==> config.mk <==
export PLATFORM = sky130hd
export DESIGN_NAME = spi_target_regs_flat
export DESIGN_NICKNAME = d
export VERILOG_FILES = /design/src/rtl/spi_target_regs_pkg.sv /design/src/rtl/spi_target_regs_if.sv /design/src/rtl/spi_target_regs_sync.sv /design/src/rtl/spi_target_regs.sv /design/src/flat_wrapper.sv
export SDC_FILE = /design/constraint.sdc
export NUM_CORES = 1
export LEC_CHECK = 0
export BUFFER_PORTS_ARGS = -buffer_cell sky130_fd_sc_hd__buf_2
export CORE_UTILIZATION = 51
export CTS_BUF_LIST = sky130_fd_sc_hd__clkbuf_4 sky130_fd_sc_hd__clkbuf_8
export CTS_CLUSTER_DIAMETER = 200
export CTS_CLUSTER_SIZE = 16
export DETAILED_ROUTE_END_ITERATION = 12
export GPL_TIMING_DRIVEN = 0
export PLACE_DENSITY = 0.68
export SYNTH_ARGS = -nofsm -noshare
export SYNTH_HDL_FRONTEND = slang
export SYNTH_HIERARCHICAL = 1
export SYNTH_SLANG_ARGS = --single-unit
==> constraint.sdc <==
create_clock -name AXI_ACLK -period 3.2 [get_ports AXI_ACLK]
set_clock_uncertainty 0.1 [all_clocks]
set_input_delay 0.48 -clock AXI_ACLK [delete_from_list [all_inputs] [get_ports AXI_ACLK]]
set_output_delay 0.48 -clock AXI_ACLK [all_outputs]
set_load 0.005 [all_outputs]
==> src/rtl/spi_target_regs_pkg.sv <==
// spi_tgt_pkg: shared types and constants for the SPI target register bank
package spi_tgt_pkg;
  typedef enum logic [1:0] {IDLE, CMD, WDATA, RDATA} tgt_state_e;
  localparam int CMD_RD_BIT = 7;
  localparam logic [7:0] SPI_TGT_ID = 8'hA5;
  localparam int SYNC_STAGES = 2;
endpackage

==> src/rtl/spi_target_regs_if.sv <==
// spi_target_regs_if: SPI pins plus local write-strobe/read port of the target
interface spi_target_regs_if #(
  parameter int ADDR_WIDTH = 4
);
  logic                  SCLK;
  logic                  CSn;
  logic                  MOSI;
  logic                  MISO;
  logic                  MISO_OE;
  logic                  WR_VALID;
  logic [ADDR_WIDTH-1:0] WR_ADDR;
  logic [7:0]            WR_DATA;
  logic [ADDR_WIDTH-1:0] REG_RADDR;
  logic [7:0]            REG_RDATA;
  logic                  INT;
  modport slave (
    input  SCLK, CSn, MOSI, REG_RADDR,
    output MISO, MISO_OE, WR_VALID, WR_ADDR, WR_DATA, REG_RDATA, INT
  );
  modport master (
    output SCLK, CSn, MOSI, REG_RADDR,
    input  MISO, MISO_OE, WR_VALID, WR_ADDR, WR_DATA, REG_RDATA, INT
  );
endinterface

==> src/rtl/spi_target_regs_sync.sv <==
// spi_tgt_sync: multi-flop synchronizer with registered-history rise/fall detect
module spi_tgt_sync
  import spi_tgt_pkg::*;
#(
  parameter logic RST_VAL = 1'b0
) (
  input  logic clk_i,
  input  logic rst_ni,
  input  logic d_i,
  output logic q_o,
  output logic rise_o,
  output logic fall_o
);
  logic [SYNC_STAGES-1:0] sync_q;
  logic                   prev_q;
  // shift the pin through the synchronizer and remember the last synced value
  always_ff @(posedge clk_i) begin
    if (!rst_ni) begin
      sync_q <= {SYNC_STAGES{RST_VAL}};
      prev_q <= RST_VAL;
    end else begin
      sync_q <= {sync_q[SYNC_STAGES-2:0], d_i};
      prev_q <= sync_q[SYNC_STAGES-1];
    end
  end
  assign q_o    = sync_q[SYNC_STAGES-1];
  assign rise_o = q_o & ~prev_q;
  assign fall_o = ~q_o & prev_q;
endmodule

==> src/rtl/spi_target_regs.sv <==
// spi_target_regs: SPI mode-0 target with byte register bank; SPI_TGT_RO_ID_EN makes reg 0 a read-only ID
module spi_target_regs
  import spi_tgt_pkg::*;
#(
  parameter int NUM_REGS   = 16,
  parameter int ADDR_WIDTH = 4
) (
  input logic              AXI_ACLK,
  input logic              AXI_ARESETN,
  spi_target_regs_if.slave bus
);
  logic sclk_s, sclk_rise, sclk_fall;
  logic csn_s, csn_rise, csn_fall;
  logic mosi_s, mosi_rise_unused, mosi_fall_unused;
  tgt_state_e             state_q;
  logic [SYNC_STAGES-1:0] fill_q;
  logic                   armed_q;
  logic [2:0]             bit_cnt_q;
  logic [6:0]             rx_shift_q;
  logic [7:0]             tx_byte_q, tx_shift_q;
  logic [ADDR_WIDTH-1:0]  addr_q, wr_addr_q;
  logic [7:0]             wr_data_q;
  logic                   miso_q, oe_q, wr_valid_q, int_q, wr_seen_q;
  logic [7:0]             regs_q [NUM_REGS];
  logic [7:0]             byte_d;
  logic [ADDR_WIDTH-1:0]  cmd_addr;
  logic                   byte_done, wr_ok, wr_now;

  spi_tgt_sync #(.RST_VAL(1'b0)) u_sclk (.clk_i(AXI_ACLK), .rst_ni(AXI_ARESETN), .d_i(bus.SCLK),
    .q_o(sclk_s), .rise_o(sclk_rise), .fall_o(sclk_fall));
  spi_tgt_sync #(.RST_VAL(1'b1)) u_csn (.clk_i(AXI_ACLK), .rst_ni(AXI_ARESETN), .d_i(bus.CSn),
    .q_o(csn_s), .rise_o(csn_rise), .fall_o(csn_fall));
  spi_tgt_sync #(.RST_VAL(1'b0)) u_mosi (.clk_i(AXI_ACLK), .rst_ni(AXI_ARESETN), .d_i(bus.MOSI),
    .q_o(mosi_s), .rise_o(mosi_rise_unused), .fall_o(mosi_fall_unused));

  function automatic logic [7:0] rd_reg(input logic [ADDR_WIDTH-1:0] a);
`ifdef SPI_TGT_RO_ID_EN
    return (a == '0) ? SPI_TGT_ID : regs_q[a];
`else
    return regs_q[a];
`endif
  endfunction

`ifdef SPI_TGT_RO_ID_EN
  assign wr_ok = addr_q != '0;
`else
  assign wr_ok = 1'b1;
`endif

  // incoming byte as it will look after this cycle's SCLK rise, and commit qualifiers
  always_comb begin
    byte_d    = {rx_shift_q, mosi_s};
    cmd_addr  = byte_d[ADDR_WIDTH-1:0];
    byte_done = sclk_rise && bit_cnt_q == 3'd7 && state_q != IDLE;
    wr_now    = byte_done && state_q == WDATA && wr_ok;
  end

  // frame FSM: shift on synced SCLK edges, decode bytes, end frame on CSn rise
  always_ff @(posedge AXI_ACLK) begin
    if (!AXI_ARESETN) begin
      state_q    <= IDLE;
      fill_q     <= '0;
      armed_q    <= 1'b0;
      bit_cnt_q  <= 3'd0;
      rx_shift_q <= '0;
      tx_byte_q  <= '0;
      tx_shift_q <= '0;
      addr_q     <= '0;
      miso_q     <= 1'b0;
      oe_q       <= 1'b0;
      wr_valid_q <= 1'b0;
      wr_addr_q  <= '0;
      wr_data_q  <= '0;
      int_q      <= 1'b0;
      wr_seen_q  <= 1'b0;
      for (int i = 0; i < NUM_REGS; i++) regs_q[i] <= '0;
    end else begin
      fill_q     <= {fill_q[SYNC_STAGES-2:0], 1'b1};
      armed_q    <= armed_q | (fill_q[SYNC_STAGES-1] & csn_s);
      wr_valid_q <= 1'b0;
      int_q      <= 1'b0;
      if (state_q == IDLE) begin
        if (csn_fall && armed_q) begin
          state_q    <= CMD;
          bit_cnt_q  <= 3'd0;
          tx_byte_q  <= '0;
          tx_shift_q <= '0;
          oe_q       <= 1'b1;
        end
      end else begin
        if (sclk_rise) begin
          rx_shift_q <= byte_d[6:0];
          bit_cnt_q  <= bit_cnt_q + 3'd1;
        end
        if (byte_done) begin
          case (state_q)
            CMD: begin
              addr_q  <= byte_d[CMD_RD_BIT] ? cmd_addr + 1'b1 : cmd_addr;
              state_q <= byte_d[CMD_RD_BIT] ? RDATA : WDATA;
              if (byte_d[CMD_RD_BIT]) tx_byte_q <= rd_reg(cmd_addr);
            end
            WDATA: begin
              if (wr_ok) begin
                regs_q[addr_q] <= byte_d;
                wr_valid_q     <= 1'b1;
                wr_addr_q      <= addr_q;
                wr_data_q      <= byte_d;
                wr_seen_q      <= 1'b1;
              end
              addr_q <= addr_q + 1'b1;
            end
            default: begin
              tx_byte_q <= rd_reg(addr_q);
              addr_q    <= addr_q + 1'b1;
            end
          endcase
        end
        if (sclk_fall) begin
          miso_q     <= bit_cnt_q == 3'd0 ? tx_byte_q[7] : tx_shift_q[7];
          tx_shift_q <= {(bit_cnt_q == 3'd0 ? tx_byte_q[6:0] : tx_shift_q[6:0]), 1'b0};
        end
        if (csn_rise) begin
          state_q   <= IDLE;
          oe_q      <= 1'b0;
          miso_q    <= 1'b0;
          int_q     <= wr_seen_q | wr_now;
          wr_seen_q <= 1'b0;
        end
      end
    end
  end

  assign bus.MISO      = miso_q;
  assign bus.MISO_OE   = oe_q;
  assign bus.WR_VALID  = wr_valid_q;
  assign bus.WR_ADDR   = wr_addr_q;
  assign bus.WR_DATA   = wr_data_q;
  assign bus.INT       = int_q;
  assign bus.REG_RDATA = rd_reg(bus.REG_RADDR);
endmodule

==> src/flat_wrapper.sv <==
// flat-port wrapper written by rule: the top's interface ports become plain ports
module spi_target_regs_flat import spi_tgt_pkg::*;
#(
  parameter int NUM_REGS   = 16,
  parameter int ADDR_WIDTH = 4
)
  (AXI_ACLK, AXI_ARESETN, bus_SCLK, bus_CSn, bus_MOSI, bus_REG_RADDR, bus_MISO, bus_MISO_OE, bus_WR_VALID, bus_WR_ADDR, bus_WR_DATA, bus_REG_RDATA, bus_INT);
  spi_target_regs_if #(.ADDR_WIDTH(ADDR_WIDTH)) bus_i ();
  input logic AXI_ACLK;
  input logic AXI_ARESETN;
  input wire logic [$bits(bus_i.SCLK)-1:0] bus_SCLK;
  input wire logic [$bits(bus_i.CSn)-1:0] bus_CSn;
  input wire logic [$bits(bus_i.MOSI)-1:0] bus_MOSI;
  input wire logic [$bits(bus_i.REG_RADDR)-1:0] bus_REG_RADDR;
  output wire logic [$bits(bus_i.MISO)-1:0] bus_MISO;
  output wire logic [$bits(bus_i.MISO_OE)-1:0] bus_MISO_OE;
  output wire logic [$bits(bus_i.WR_VALID)-1:0] bus_WR_VALID;
  output wire logic [$bits(bus_i.WR_ADDR)-1:0] bus_WR_ADDR;
  output wire logic [$bits(bus_i.WR_DATA)-1:0] bus_WR_DATA;
  output wire logic [$bits(bus_i.REG_RDATA)-1:0] bus_REG_RDATA;
  output wire logic [$bits(bus_i.INT)-1:0] bus_INT;
  assign bus_i.SCLK = bus_SCLK;
  assign bus_i.CSn = bus_CSn;
  assign bus_i.MOSI = bus_MOSI;
  assign bus_i.REG_RADDR = bus_REG_RADDR;
  assign bus_MISO = bus_i.MISO;
  assign bus_MISO_OE = bus_i.MISO_OE;
  assign bus_WR_VALID = bus_i.WR_VALID;
  assign bus_WR_ADDR = bus_i.WR_ADDR;
  assign bus_WR_DATA = bus_i.WR_DATA;
  assign bus_REG_RDATA = bus_i.REG_RDATA;
  assign bus_INT = bus_i.INT;
  spi_target_regs #(.NUM_REGS(NUM_REGS), .ADDR_WIDTH(ADDR_WIDTH)) u_core (.AXI_ACLK(AXI_ACLK), .AXI_ARESETN(AXI_ARESETN), .bus(bus_i));
endmodule
# Word-level counts from Yosys, hierarchy flattened
# Memories as Yosys holds them, arrays and structs flattened. A register that Yosys moved wholly into a read port is not among the register bits.
# Cells that the tools add are included.
# Widths: inputs -> output; s select.
[word_totals]
in_bits = 9
latch_bits = 0
romBits = 0
regBits = 60
output_inout_bits = 24
mem_count = 1
word_cells = 113
ram_bits = 128
[mem_list]
columns = ["memory", "depth", "width", "read_ports", "rd_ports_with_merged_regs", "write_ports", "line", "source"]
rows = [
  ["u_core.regs_q", 16, 8, 3, 1, 16, "spi_target_regs.sv:24", "logic [7:0] regs_q [NUM_REGS];"],
]
[classes]
bitwise = 14
div = 0
n_lt_le_gt_ge = 0
add_sub_neg = 3
reduce_logical = 28
eq_ne = 6
n_mux = 40
n_mul = 0
n_shift = 0
[ops]
columns = ["cell", "n"]
rows = [
  ["$mux 8", 7],
  ["$mux 4", 5],
  ["$mux 1", 18],
  ["$pmux 8 s2", 1],
  ["$reduce_bool 2->1", 8],
  ["$reduce_and 2->1", 6],
  ["$mux 2", 5],
  ["$mux 3", 3],
  ["$reduce_and 3->1", 3],
  ["$add 4x1->4 const B", 2],
  ["$reduce_or 8->1", 1],
  ["$mux 7", 1],
  ["$not 1->1", 7],
  ["$reduce_bool 3->1", 2],
  ["$and 1x1->1", 5],
  ["$logic_and 1x1->1", 4],
  ["$ne 2x2->1 const B", 2],
  ["$reduce_and 4->1", 1],
  ["$add 3x1->3 const B", 1],
  ["$eq 3x3->1 const B", 1],
  ["$logic_not 3->1", 1],
  ["$ne 3x1->1 const B", 1],
  ["$reduce_or 3->1", 1],
  ["$eq 2x1->1 const B", 1],
  ["other kinds (3)", 4],
]

# Logic depth before layout (Yosys ltp)
[depth]
ltp_word = 10
mapped_depth = 9
depth_no_buf = 7

# Cells and area by module
# The synthesis kept the hierarchy.
[by_module_without_submodules]
columns = ["mod", "cells_per_inst", "n_inst", "area_per_inst_um2", "seq_area_each_um2"]
rows = [
  ["spi_target_regs", 827, 1, 10322.4, 4944.7],
  ["spi_tgt_sync", 8, 3, 91.3, 60.1],
]

# Worst setup path after synthesis
# OpenSTA, ideal clock, no wires.
[synth_timing]
kind = "reg-to-reg"
start = "register u_core.bit_cnt_q[0]"
end = "memory u_core.regs_q[15][0] (enable)"
setup_slack_ps = 630
required_time_ps = 2716
path_buffers = 2
arrival_ps = 2086
stages_incl_launch_ff = 9
setup_ps = 384
period_less_slack_ps = 2570
cell_sequence = "dfxtp_1 ha_1 ha_1 and4b_1 and2_0 buf_2 nand2_1 buf_2 o21ai_0"
[synth_lines]
columns = ["element", "line", "source"]
rows = [
  ["start: declaration", "spi_target_regs.sv:18", "logic [2:0] bit_cnt_q;"],
  ["start signal: assignment", "spi_target_regs.sv:93", "bit_cnt_q <= bit_cnt_q + 3'd1;"],
  ["end: declaration", "spi_target_regs.sv:24", ""],
]

# Worst setup path after layout
[layout_timing]
start = "input bus_REG_RADDR[1]"
end = "output bus_REG_RDATA[6]"
[layout_between]
elab_chain_len = 1
[layout_lines]
columns = ["element", "line", "source"]
rows = [
  ["start: declaration", "flat_wrapper.sv:14", "input wire logic [$bits(bus_i.REG_RADDR)-1:0] bus_REG_RADDR;"],
  ["$mem_v2 16x8", "n/a", ""],
  ["end: declaration", "flat_wrapper.sv:20", "output wire logic [$bits(bus_i.REG_RDATA)-1:0] bus_REG_RDATA;"],
]
# Every way passes these cells.

==> summary.md <==
| Metric | Value |
|---|---|
| CTS tree | yes |
| Final setup violating endpoints | 0 |
| Largest net degree at the start of global routing | 19 |
| Die span in y | 146 um |
| P_leak | 3.81 nW |
| Inserted Clock Buffers | 17 |
| Post-layout util | 0.566 |
| DP Wirelength | 21900 um |
| Worst hold path class | in2reg |
| Clock-pin slew on the worst setup and hold paths | 110 ps |
| Syn_area_per_cell | 12.5 um2 |
| Post-CTS Setup Inserts | 0 |
| Layout cells sized above 1 | 0.230 |
| Post-route clock period utilization | 0.964 |
| Inserted Diodes | 0 |
| Final instance area | 11400 um2 |
| WHS Path Cells | 2 |
| Vias | 7384 |
| R2r endpoint | u_core/regs_q[1][7] |
| Fin cells | 1179 |
| Worst ir drop on vdd | 308 uV |
| Cell depth of the worst flop-to-flop path | 7 |
| Top layer in use | met4 |
| Die width | 146 um |
| H-tree depth | 4 |
| Final #Nets | 913 |
| RSZ-0062 raised after global routing | true |
| First-pass GRT wire length | 44200 um |
| Status | completed |
| Hold WS | 79.2 ps |
| Worst path max stage delay | 710 ps |
| Commonest cells after routing, fill and taps aside | edfxtp_1, and2_1, mux4_2, nand2_1, dfxtp_1 |
| Synth warnings | 6 |
| FP Rows | 52 |
| TritonRoute pass-1 iters | 4 |
| Slew HR | 0.371 |
| Hold-fix buffers, CTS | 0 |
| Maximum Capacitance Violations | 0 |
| Placed insts | 1147 |
| Total negative slack | 0 ps |
| Die area | 21300 um2 |
| Fin. max-slew vios | 0 |
| Hold Path Sink | u_core/u_csn/sync_q[0] |
| Overflow after GRT | 0 |
| WL met3 | 2740 um |
| Total global-route track usage | 0.289 |
| R2R setup slack | 200 ps |
| Starting Density | 0.522 |
| R2r startpoint | u_core/u_sclk/sync_q[1] |
| Mapped Nets | 864 |
| Max clock buf depth | 2 |
| DRC Markers | 0 |
| Setup crit end kind | primary output |
| Vias in the first global route | 7093 |
| Met1 Wirelength | 12200 um |
| P per Cell Area | 410 nW/um2 |
| Worst-path fanout max | 10 |
| Fillers | 1687 |
| Most common cell after layout, fill and taps aside | edfxtp_1 |
| Crit-path slowest cell | buf_1 |
| Wire length on met2 | 13600 um |
| Setup ws final | 117 ps |
| Actual slew at the worst max-slew pin | 938 ps |
| CTS Root Cell | clkbuf_8 |
| Final Hold Fails | 0 |
| Final GP Congestion | 0.941 |
| Clk sink count | 191 |
| Initial antenna violation count | 0 |
| Worst setup SP type | input pin |
| Area Growth Syn to Fin | 8.45% |
| Antenna Nets Post-Route | 0 |
| WS Path Type | in2out |
| Core area | 20200 um2 |
| CP required | 2620 ps |
| Post-synthesis cell count | 847 |
| IO buf count | 29 |
| Post-DR vias/cell | 6.26 |
| Worst EP arrival | 2500 ps |
| Boundary Pins | 33 |
| Crit-path cells | buf_2, buf_1, mux4_2, mux4_2, buf_2 |
| Final WL | 29500 um |
| Tmin final | 3080 ps |
| Achievable Freq | 324 MHz |
| Clock Latency Late Sink | 470 ps |
| Instance area at placement | 11000 um2 |
| Min-Delay Startpoint | bus_CSn |
| Place WS | -109 ps |
| Iteration-0 DRC Markers | 895 |
| Synthesized area | 10600 um2 |
| Final Power | 4.69 mW |
| Post-detailed-route wirelength per cell | 25.0 um |
how the worst max path moves through the flow:
stage,from,end,slack (ps),cells after the start
after floorplan,u_core/bit_cnt_q[0],u_core/regs_q[15][0],630,8
after global placement,u_core/u_sclk/sync_q[1],u_core/regs_q[6][0],-180,7
after detailed placement,u_core/u_sclk/sync_q[1],u_core/regs_q[5][0],-110,7
after CTS,u_core/u_sclk/sync_q[1],u_core/regs_q[13][0],10,7
after global routing,u_core/bit_cnt_q[0],u_core/regs_q[7][1],-6,8
final,bus_REG_RADDR[1],bus_REG_RDATA[6],120,5
worst max-delay path, delay by kind of cell:
family | cells | cell delay [ps]
buffers and inverters | 3 | 1020
muxes | 2 | 1000
power breakdown:
part	internal, mW	switching (mW)	total (mW)
registers	2.69	0.0511	2.74
clock network	0.655	0.951	1.61
logic	0.164	0.185	0.349
total	3.51	1.19	4.69
layout make-up:
class,instances,area [um2],share of cell area
clock inverter,14,151,0.0132
multi-input combinational,577,5100,0.446
inverter,5,18.8,0.00164
timing repair buffer,30,153,0.0133
buffer,74,342,0.0298
sequential,191,5100,0.446
tap,270,338,0.0295
clock buffer,18,241,0.0211
what timing repair did:
| item | CTS | global route |
|---|---|---|
| cloned | 0 | 0 |
| pin swaps | 0 | 0 |
| endpoints found under the setup margin | 45 | 40 |
| resized for setup | 6 | 5 |
flip-flops by register name, summed over array words and instances, names as in the netlist, 3 cells and up, named ones only:
| signal | count |
|---|---|
| u_core/regs_q | 128 |
| u_core/bus.WR_DATA | 8 |
| u_core/rx_shift_q | 7 |
| u_core/addr_q | 4 |
| u_core/bus.WR_ADDR | 4 |
| u_core/bit_cnt_q | 3 |
| u_core/tx_shift_q | 7 |
| u_core/tx_byte_q | 8 |
layer usage:
metal,global-route usage,up-vias
met4,0.116,0
met3,0.0730,66
met1,0.392,3673
met5,0,-
li1,-,3272
met2,0.446,373
Power figures use the tool's default switching activity.
